`config.mk`:
```
export PLATFORM = sky130hd
export DESIGN_NAME = output_packer
export DESIGN_NICKNAME = d
export VERILOG_FILES = /design/src/rtl/output_packer_pkg.sv /design/src/rtl/packer_lane_insert.sv /design/src/rtl/output_packer.sv
export SDC_FILE = /design/constraint.sdc
export NUM_CORES = 1
export LEC_CHECK = 0
export BUFFER_PORTS_ARGS = -buffer_cell sky130_fd_sc_hd__buf_2
export CORE_UTILIZATION = 50
export DETAILED_ROUTE_END_ITERATION = 10
export PLACE_DENSITY_LB_ADDON = 0.15
export SLEW_MARGIN = 20
export SYNTH_ARGS = -nofsm -noshare
export SYNTH_HDL_FRONTEND = slang
export SYNTH_SLANG_ARGS = --single-unit
```
`constraint.sdc`:
```
create_clock -name clk -period 6.1 [get_ports clk]
set_input_delay 0.305 -clock clk [delete_from_list [all_inputs] [get_ports clk]]
set_output_delay 0.305 -clock clk [all_outputs]
set_load 0.005 [all_outputs]
```
`src/rtl/output_packer_pkg.sv`:
```
// Shared constants and types for the output packer and its unpack counterparts.
// Purpose: derives element/beat counts and counter widths from the packer
// parameters, and provides the per-beat element array type used by the
// pack/unpack drivers at the default configuration.
package output_packer_pkg;

  localparam int unsigned DEF_IO_DATA_WIDTH = 8;
  localparam int unsigned DEF_MEM_BW        = 128;
  localparam int unsigned DEF_IN_LANES      = 4;

  // One beat of elements, lane 0 first.
  typedef logic [DEF_IO_DATA_WIDTH-1:0] elem_arr_t [DEF_IN_LANES];

  // Elements per memory word.
  function automatic int unsigned calc_elems(input int unsigned mem_bw,
                                             input int unsigned io_w);
    return mem_bw / io_w;
  endfunction

  // Input beats per memory word.
  function automatic int unsigned calc_beats(input int unsigned mem_bw,
                                             input int unsigned io_w,
                                             input int unsigned lanes);
    return (mem_bw / io_w) / lanes;
  endfunction

  // Beat counter width; at least one bit so a single-beat word still works.
  function automatic int unsigned calc_bcnt_w(input int unsigned beats);
    return (beats > 1) ? $clog2(beats) : 1;
  endfunction

  // Element count width, wide enough to hold the full value ELEMS.
  function automatic int unsigned calc_cnt_w(input int unsigned elems);
    return $clog2(elems) + 1;
  endfunction

endpackage

```
`src/rtl/packer_lane_insert.sv`:
```
// Combinational lane merge.
// Purpose: writes IN_LANES elements into a MEM_BW word at beat offset beat_in;
// element k = beat_in*IN_LANES + lane lands at [MEM_BW-1-k*IO_DATA_WIDTH -: IO_DATA_WIDTH]
// so element 0 sits at the MSB end. All other bits pass through from word_in.
// Ports:
//   word_in   current word contents
//   lanes_in  elements of this beat, lane 0 first
//   beat_in   beat offset within the word
//   word_c    merged word
module packer_lane_insert
  import output_packer_pkg::*;
#(
  parameter  int unsigned IO_DATA_WIDTH = DEF_IO_DATA_WIDTH,
  parameter  int unsigned MEM_BW        = DEF_MEM_BW,
  parameter  int unsigned IN_LANES      = DEF_IN_LANES,
  localparam int unsigned BEATS         = calc_beats(MEM_BW, IO_DATA_WIDTH, IN_LANES),
  localparam int unsigned BCNT_W        = calc_bcnt_w(BEATS)
) (
  input  logic [MEM_BW-1:0]        word_in,
  input  logic [IO_DATA_WIDTH-1:0] lanes_in [IN_LANES],
  input  logic [BCNT_W-1:0]        beat_in,
  output logic [MEM_BW-1:0]        word_c
);

  // Constant slice positions per (beat, lane); beat_in selects which ones fire.
  always_comb begin
    word_c = word_in;
    for (int unsigned b = 0; b < BEATS; b++) begin
      for (int unsigned l = 0; l < IN_LANES; l++) begin
        if (beat_in == BCNT_W'(b)) begin
          word_c[MEM_BW-1-(b*IN_LANES+l)*IO_DATA_WIDTH -: IO_DATA_WIDTH] = lanes_in[l];
        end
      end
    end
  end

endmodule

```
`src/rtl/output_packer.sv`:
```
// Output packer: gathers IN_LANES-element beats from the PE array into MEM_BW
// words for the output/activation SRAM, element 0 at the MSB end.
// Ports:
//   clk, arst_n_in          clock, asynchronous active-low reset
//   in_data/in_valid/in_last/in_ready   beat input (in_last closes a word early)
//   out_data/out_count/out_valid/out_ready   packed word and valid element count
//   out_strobe              byte write enables, only with OUTPUT_PACKER_STROBE_EN
// Optional feature macro: OUTPUT_PACKER_STROBE_EN.
module output_packer
  import output_packer_pkg::*;
#(
  parameter  int unsigned IO_DATA_WIDTH = DEF_IO_DATA_WIDTH,
  parameter  int unsigned MEM_BW        = DEF_MEM_BW,
  parameter  int unsigned IN_LANES      = DEF_IN_LANES,
  localparam int unsigned ELEMS         = calc_elems(MEM_BW, IO_DATA_WIDTH),
  localparam int unsigned CNT_W         = calc_cnt_w(ELEMS)
) (
  input  logic                     clk,
  input  logic                     arst_n_in,
  input  logic [IO_DATA_WIDTH-1:0] in_data [IN_LANES],
  input  logic                     in_valid,
  input  logic                     in_last,
  output logic                     in_ready,
  output logic [MEM_BW-1:0]        out_data,
  output logic [CNT_W-1:0]         out_count,
  output logic                     out_valid,
`ifdef OUTPUT_PACKER_STROBE_EN
  output logic [MEM_BW/8-1:0]      out_strobe,
`endif
  input  logic                     out_ready
);

  localparam int unsigned BEATS  = calc_beats(MEM_BW, IO_DATA_WIDTH, IN_LANES);
  localparam int unsigned BCNT_W = calc_bcnt_w(BEATS);

  logic [BCNT_W-1:0] bcnt_q,      bcnt_d;
  logic [MEM_BW-1:0] asm_q,       asm_d;
  logic [MEM_BW-1:0] out_data_q,  out_data_d;
  logic [CNT_W-1:0]  out_count_q, out_count_d;
  logic              out_valid_q, out_valid_d;
  logic [MEM_BW-1:0] merged_c;
  logic              accept_c;
  logic              closing_c;

`ifdef OUTPUT_PACKER_STROBE_EN
  localparam int unsigned STRB_W = MEM_BW / 8;
  logic [STRB_W-1:0] strobe_q, strobe_d;
  int unsigned       nbytes_c;
`endif

  // The holding register frees up in the same cycle it is drained.
  assign in_ready  = !out_valid_q || out_ready;
  assign accept_c  = in_valid && in_ready;
  assign closing_c = accept_c && (in_last || (bcnt_q == BCNT_W'(BEATS - 1)));

  packer_lane_insert #(
    .IO_DATA_WIDTH (IO_DATA_WIDTH),
    .MEM_BW        (MEM_BW),
    .IN_LANES      (IN_LANES)
  ) u_lane_insert (
    .word_in  (asm_q),
    .lanes_in (in_data),
    .beat_in  (bcnt_q),
    .word_c   (merged_c)
  );

  // Next-state: assembly, beat counter and output holding register.
  always_comb begin
    bcnt_d      = bcnt_q;
    asm_d       = asm_q;
    out_data_d  = out_data_q;
    out_count_d = out_count_q;
    out_valid_d = out_valid_q;
`ifdef OUTPUT_PACKER_STROBE_EN
    strobe_d    = strobe_q;
    nbytes_c    = 0;
`endif

    if (out_valid_q && out_ready) begin
      out_valid_d = 1'b0;
    end

    if (accept_c) begin
      if (closing_c) begin
        // Assembly is cleared after each word, so unfilled positions are zero.
        out_data_d  = merged_c;
        out_count_d = CNT_W'((32'(bcnt_q) + 32'd1) * IN_LANES);
        out_valid_d = 1'b1;
        bcnt_d      = '0;
        asm_d       = '0;
`ifdef OUTPUT_PACKER_STROBE_EN
        // Bytes holding valid elements, counted down from the MSB byte.
        nbytes_c = (32'(out_count_d) * IO_DATA_WIDTH + 32'd7) / 32'd8;
        for (int unsigned i = 0; i < STRB_W; i++) begin
          strobe_d[i] = ((STRB_W - 1 - i) < nbytes_c);
        end
`endif
      end else begin
        asm_d  = merged_c;
        bcnt_d = bcnt_q + BCNT_W'(1);
      end
    end
  end

  // State registers.
  always_ff @(posedge clk or negedge arst_n_in) begin
    if (!arst_n_in) begin
      bcnt_q      <= '0;
      asm_q       <= '0;
      out_data_q  <= '0;
      out_count_q <= '0;
      out_valid_q <= 1'b0;
`ifdef OUTPUT_PACKER_STROBE_EN
      strobe_q    <= '0;
`endif
    end else begin
      bcnt_q      <= bcnt_d;
      asm_q       <= asm_d;
      out_data_q  <= out_data_d;
      out_count_q <= out_count_d;
      out_valid_q <= out_valid_d;
`ifdef OUTPUT_PACKER_STROBE_EN
      strobe_q    <= strobe_d;
`endif
    end
  end

  assign out_data  = out_data_q;
  assign out_count = out_count_q;
  assign out_valid = out_valid_q;
`ifdef OUTPUT_PACKER_STROBE_EN
  assign out_strobe = strobe_q;
`endif

endmodule

```
Yosys cells after proc, flatten, opt, wreduce, memory -nomap -nowiden
Cells that the tools add are included.

cells by class
  equality and inequality tests = 3
  muxes and demuxes = 21
  add/sub/neg operators = 2
  reduce and logical (&&, ||, !) cells = 8

operators with widths
  operator                                                               count
  128-bit two-way mux                                                    1
  8-bit two-way mux                                                      16
  2-bit equality test, second input constant                             2
  2-bit by 1-bit adder with 3-bit output, second input constant          1
  1-bit logical AND                                                      3
  1-bit two-way mux                                                      3
  2-bit by 1-bit adder with 2-bit output, second input constant          1
  2-bit by 1-bit equality test with 1-bit output, second input constant  1
  2-bit zero test                                                        1
  1-bit logical OR                                                       2
  2-bit two-way mux                                                      1
  2-bit AND reduction                                                    1
  1-bit zero test                                                        1

storage, ports and cells
  register bits after elaboration = 262
  logic and storage cells = 39
  output and inout port bits = 135
  input bits = 37

Logic depth before layout (Yosys ltp)
  word-level depth = 6
  depth in mapped cells = 7
  depth with buffers taken out = 4

Modules after synthesis
A second synthesis with hierarchy kept.

unflattened totals
  cells, all modules = 724
  area, all modules = 11461.0 µm²

by module, submodules not included
  module              cells each  area each (µm²)  times used  sequential area each (µm²)
  output_packer       578         9884.5           1           6556.3
  packer_lane_insert  146         1576.5           1           0.0

Worst setup path after synthesis
OpenSTA, ideal clock, no wires.

  path type = reg2reg
  start = register bcnt_q[0]
  end = register out_data_q[120], in the netlist out_data[120]
  setup time = 127 ps
  buffers on the path = 2
  path slack = 4142 ps
  stages on the path, launching flop included = 7
  data arrival time = 1830 ps
  clock period less this slack = 1958 ps
  cell sequence = dfrtp_1 -> inv_1 -> ha_1 -> clkbuf_1 -> clkbuf_1 -> mux2_2 -> mux2_1

on the way
  longest elaborated chain between the ends = 4
  elaborated cells between the ends (all ways) = 6

RTL lines
  element                               line                  RTL
  start, declared                       output_packer.sv:36   logic [BCNT_W-1:0] bcnt_q, bcnt_d;
  start signal, assigned                output_packer.sv:117  bcnt_q <= bcnt_d;
  2-bit equality test                   output_packer.sv:54   assign closing_c = accept_c && (in_last || (bcnt_q == BCNT_W'(BEATS - 1)));
  1-bit logical OR                      output_packer.sv:54
  1-bit logical AND                     output_packer.sv:54
  2-bit AND reduction (no source line)  n/a
  end signal, assigned                  output_packer.sv:119  out_data_q <= out_data_d;
  end, declared                         output_packer.sv:38   logic [MEM_BW-1:0] out_data_q, out_data_d;

Several ways; a longest one is shown, not always the timed one.
A chain may end at the register's enable or synchronous reset.

Final worst setup path
  start = register bcnt_q[0]
  end = register asm_q[116]

on the way
  longest elaborated chain between the ends = 4
  elaborated cells between the ends (all ways) = 6

RTL lines
  element                line                  RTL
  2-bit equality test    output_packer.sv:54
  1-bit logical OR       output_packer.sv:54
  1-bit logical AND      output_packer.sv:54
  128-bit two-way mux *  output_packer.sv:84   if (closing_c) begin
  end signal, assigned   output_packer.sv:118  asm_q <= asm_d;
  end, declared          output_packer.sv:37   logic [MEM_BW-1:0] asm_q, asm_d;

Every way passes the cells marked *; elsewhere a longest branch is shown, timed or not.

==> results_dict.tcl <==
set metrics [dict create \
    outcome "complete, no violations" \
    num_vias 6668 \
    wl_um 25300 \
    setup_ws_ns 3.09 \
    endpoint_kind "flip-flop" \
    grt_remaining_overflow 0 \
    power.internal_uw 4100 \
    fin_skew_ns 0.00836 \
    slew_headroom 0.300 \
    cap_violations 0 \
    final_layout_size_suffix_gt1_frac 0.501 \
    p_leak_uw 0.00669 \
    yosys_warnings 0 \
    drc 0 \
    wl_met3_um 1410 \
    syn_inst 729 \
    drt_pre_antenna_iters 4 \
    worst_hold_path_type "input pin to flip-flop" \
    fin_crit_sh 0.494 \
    die_w_um 150 \
    seqPwrFrac 0.435 \
    viasPerCell 5.65 \
    cts_buffer_depth 3 \
    start_util 0.517 \
    worstHoldStart "in_data[3]" \
    rsz0062_at_grt "no" \
    wl_met2_um 11900 \
    clk_pin_slew_ns 0.06 \
    syn-mean-instance-area_um2 15.1 \
    timing.final.hold_violations 0 \
    fin_nets 928 \
    fill_cells 1624 \
    top_layer "met5" \
    grt_antenna_before_repair 2 \
    grt.total_usage 0.233 \
    final.min_clock_period_ns 3.01 \
    drtIter0Drc 331 \
    cts_tree "done" \
    fmax_mhz 332 \
    reg2reg_depth 5 \
    boundaryPins 172 \
    cts.sinks 262 \
    met1_length_um 11600 \
    netSwitchingFraction 0.293 \
    rows 53 \
    final_util 0.611 \
    synth_area_mm2 0.0110 \
    htree_levels 1 \
    r2r_setup_slack_ns 3.09 \
    dieArea_mm2 0.0226 \
    crit_required_ns 6.55 \
    dp_slack_ns 2.94 \
    critical_path_class "flip-flop to flip-flop" \
    clock_latency_ns 0.52 \
    gp_congestion 0.751 \
    hpwl_um 15600 \
    grt_max_degree 147 \
    p_sw_uw 1700 \
    hold_end "asm_q[67]" \
    design.core.area_mm2 0.0213 \
    die_h_um 150 \
    crit_arrival_ns 3.46 \
    whs_path_depth 2 \
    slew_violations 0 \
    clockRootBuffer "clkbuf_16" \
    wire_per_inst_um 21.4 \
    area_growth_pct 18.2 \
    powerDensity_mw_per_mm2 446 \
    finalSetupTns_ns 0 \
    worst_pin_slew_ns 1.05 \
    grt_pass1_wl_um 40400 \
    ys_ff_latch 262 \
    r2r_start "bcnt_q[0]" \
    setup_violations 0 \
    ant_nets 0 \
    synth_cell_type_count 27 \
    critPathMaxFanout 34 \
    cts_buffers 27 \
    port_buffers 169 \
    vdd_drop_max_mv 0.235 \
    comb_power_share 0.294 \
    grt_pass1_vias 7034 \
    rr_endpoint "asm_q[116]" \
    p_clk_frac 0.270 \
    synth_seq_area_share 0.596 \
    cp-start-kind "flip-flop" \
]
## per-stage QoR
stage	cells	total power, uW	cell area [um2]	hold slack (ns)
CTS	1177	5850	12900	0.00279
global route	1179	6110	13000	0.100
global placement	1131	4200	12100	0.465
finish	1180	5790	13000	0.105
floorplan	730	3510	11000	0.00941
detailed placement	1131	4260	12100	0.467
## final cells by class
| type | count | area [um2] | share of cell area |
|---|---|---|---|
| Tap cell | 275 | 344 | 0.0265 |
| Clock buffer | 41 | 788 | 0.0606 |
| Multi-Input combinational cell | 410 | 4250 | 0.327 |
| Clock inverter | 5 | 52.6 | 0.00404 |
| Sequential cell | 262 | 6560 | 0.504 |
| Antenna cell | 1 | 2.50 | 0.000193 |
| Inverter | 3 | 11.3 | 0.000866 |
| Timing Repair Buffer | 183 | 991 | 0.0762 |
## registers in the layout, summed over array words and instances (netlist names)
register   cells
asm_q        128
out_data     128
out_count      3
bcnt_q         2
out_valid      1
## cell usage in the layout (no fill, tap or decap), drive strengths merged, types with 3 or more instances in the layout
cell and n:
dfrtp 262, mux2 259, buf 182, a22o 96
clkbuf 41, and2 32, ha 4, nand2 3
nor4b 3, o311ai 3, clkinv 3, inv 3
## layer usage
metal	vias to the layer above	track usage
li1	2975	-
met3	28	0.0388
met4	2	0.0500
met1	3492	0.339
met5	-	0
met2	171	0.367
## how the worst max path moves through the flow
stage	startpoint	endpoint	slack, ns	cells after the start
global route	bcnt_q[0]	asm_q[96]	2.92	5
CTS	bcnt_q[0]	asm_q[41]	2.91	5
global placement	bcnt_q[0]	asm_q[43]	2.99	5
detailed placement	bcnt_q[0]	asm_q[41]	2.94	5
finish	bcnt_q[0]	asm_q[116]	3.09	5
floorplan	bcnt_q[0]	out_data[120]	4.14	6
## critical path: stages, from the launching register on
cell and delay, ns:
dfrtp_1 0.42, inv_1 0.16, ha_2 0.91, nor4b_4 0.76, buf_4 0.45, a22o_1 0.21
## cells in the mapped netlist, drive strengths merged
cell | number | area [um2]
clkbuf | 28 | 106
nand3b | 1 | 7.51
nand2b | 1 | 6.26
and2 | 32 | 200
a32o | 1 | 10.0
buf | 27 | 166
nor3 | 1 | 5.00
nand2 | 3 | 11.3
nand3 | 1 | 5.00
inv | 3 | 11.3
nor2 | 1 | 3.75
ha | 4 | 50.1
o311ai | 3 | 33.8
a22o | 96 | 841
mux2 | 259 | 2920
mux2i | 1 | 10.0
nor4b | 3 | 45.0
conb | 1 | 3.75
dfrtp | 262 | 6560
and2b | 1 | 7.51
## logic make-up (layout without fill, tap and decap cells)
family          Yosys count  after routing  synth area share
flops                   262            262             0.596
other cells               1              3          0.000341
simple gates             44             44            0.0265
compound gates          100            100            0.0804
buf+inv                  58            232            0.0258
fa+ha+maj                 4              4           0.00455
mux                     260            260             0.266
## power by group through the flow
stage               Clock (uW)  Sequential, uW  Combinational [uW]
finish                    1570            2520                1700
global route              1680            2580                1850
CTS                       1600            2520                1720
detailed placement           0            2550                1710
global placement             0            2530                1670
floorplan                    0            2500                1010
## timing repair
action / in CTS / in global routing
hold endpoints to repair: 0 / 46
resized for setup: 0 / 0
hold buffers: 0 / 1
setup buffers: 0 / 0
Power figures use the tool's default switching activity.
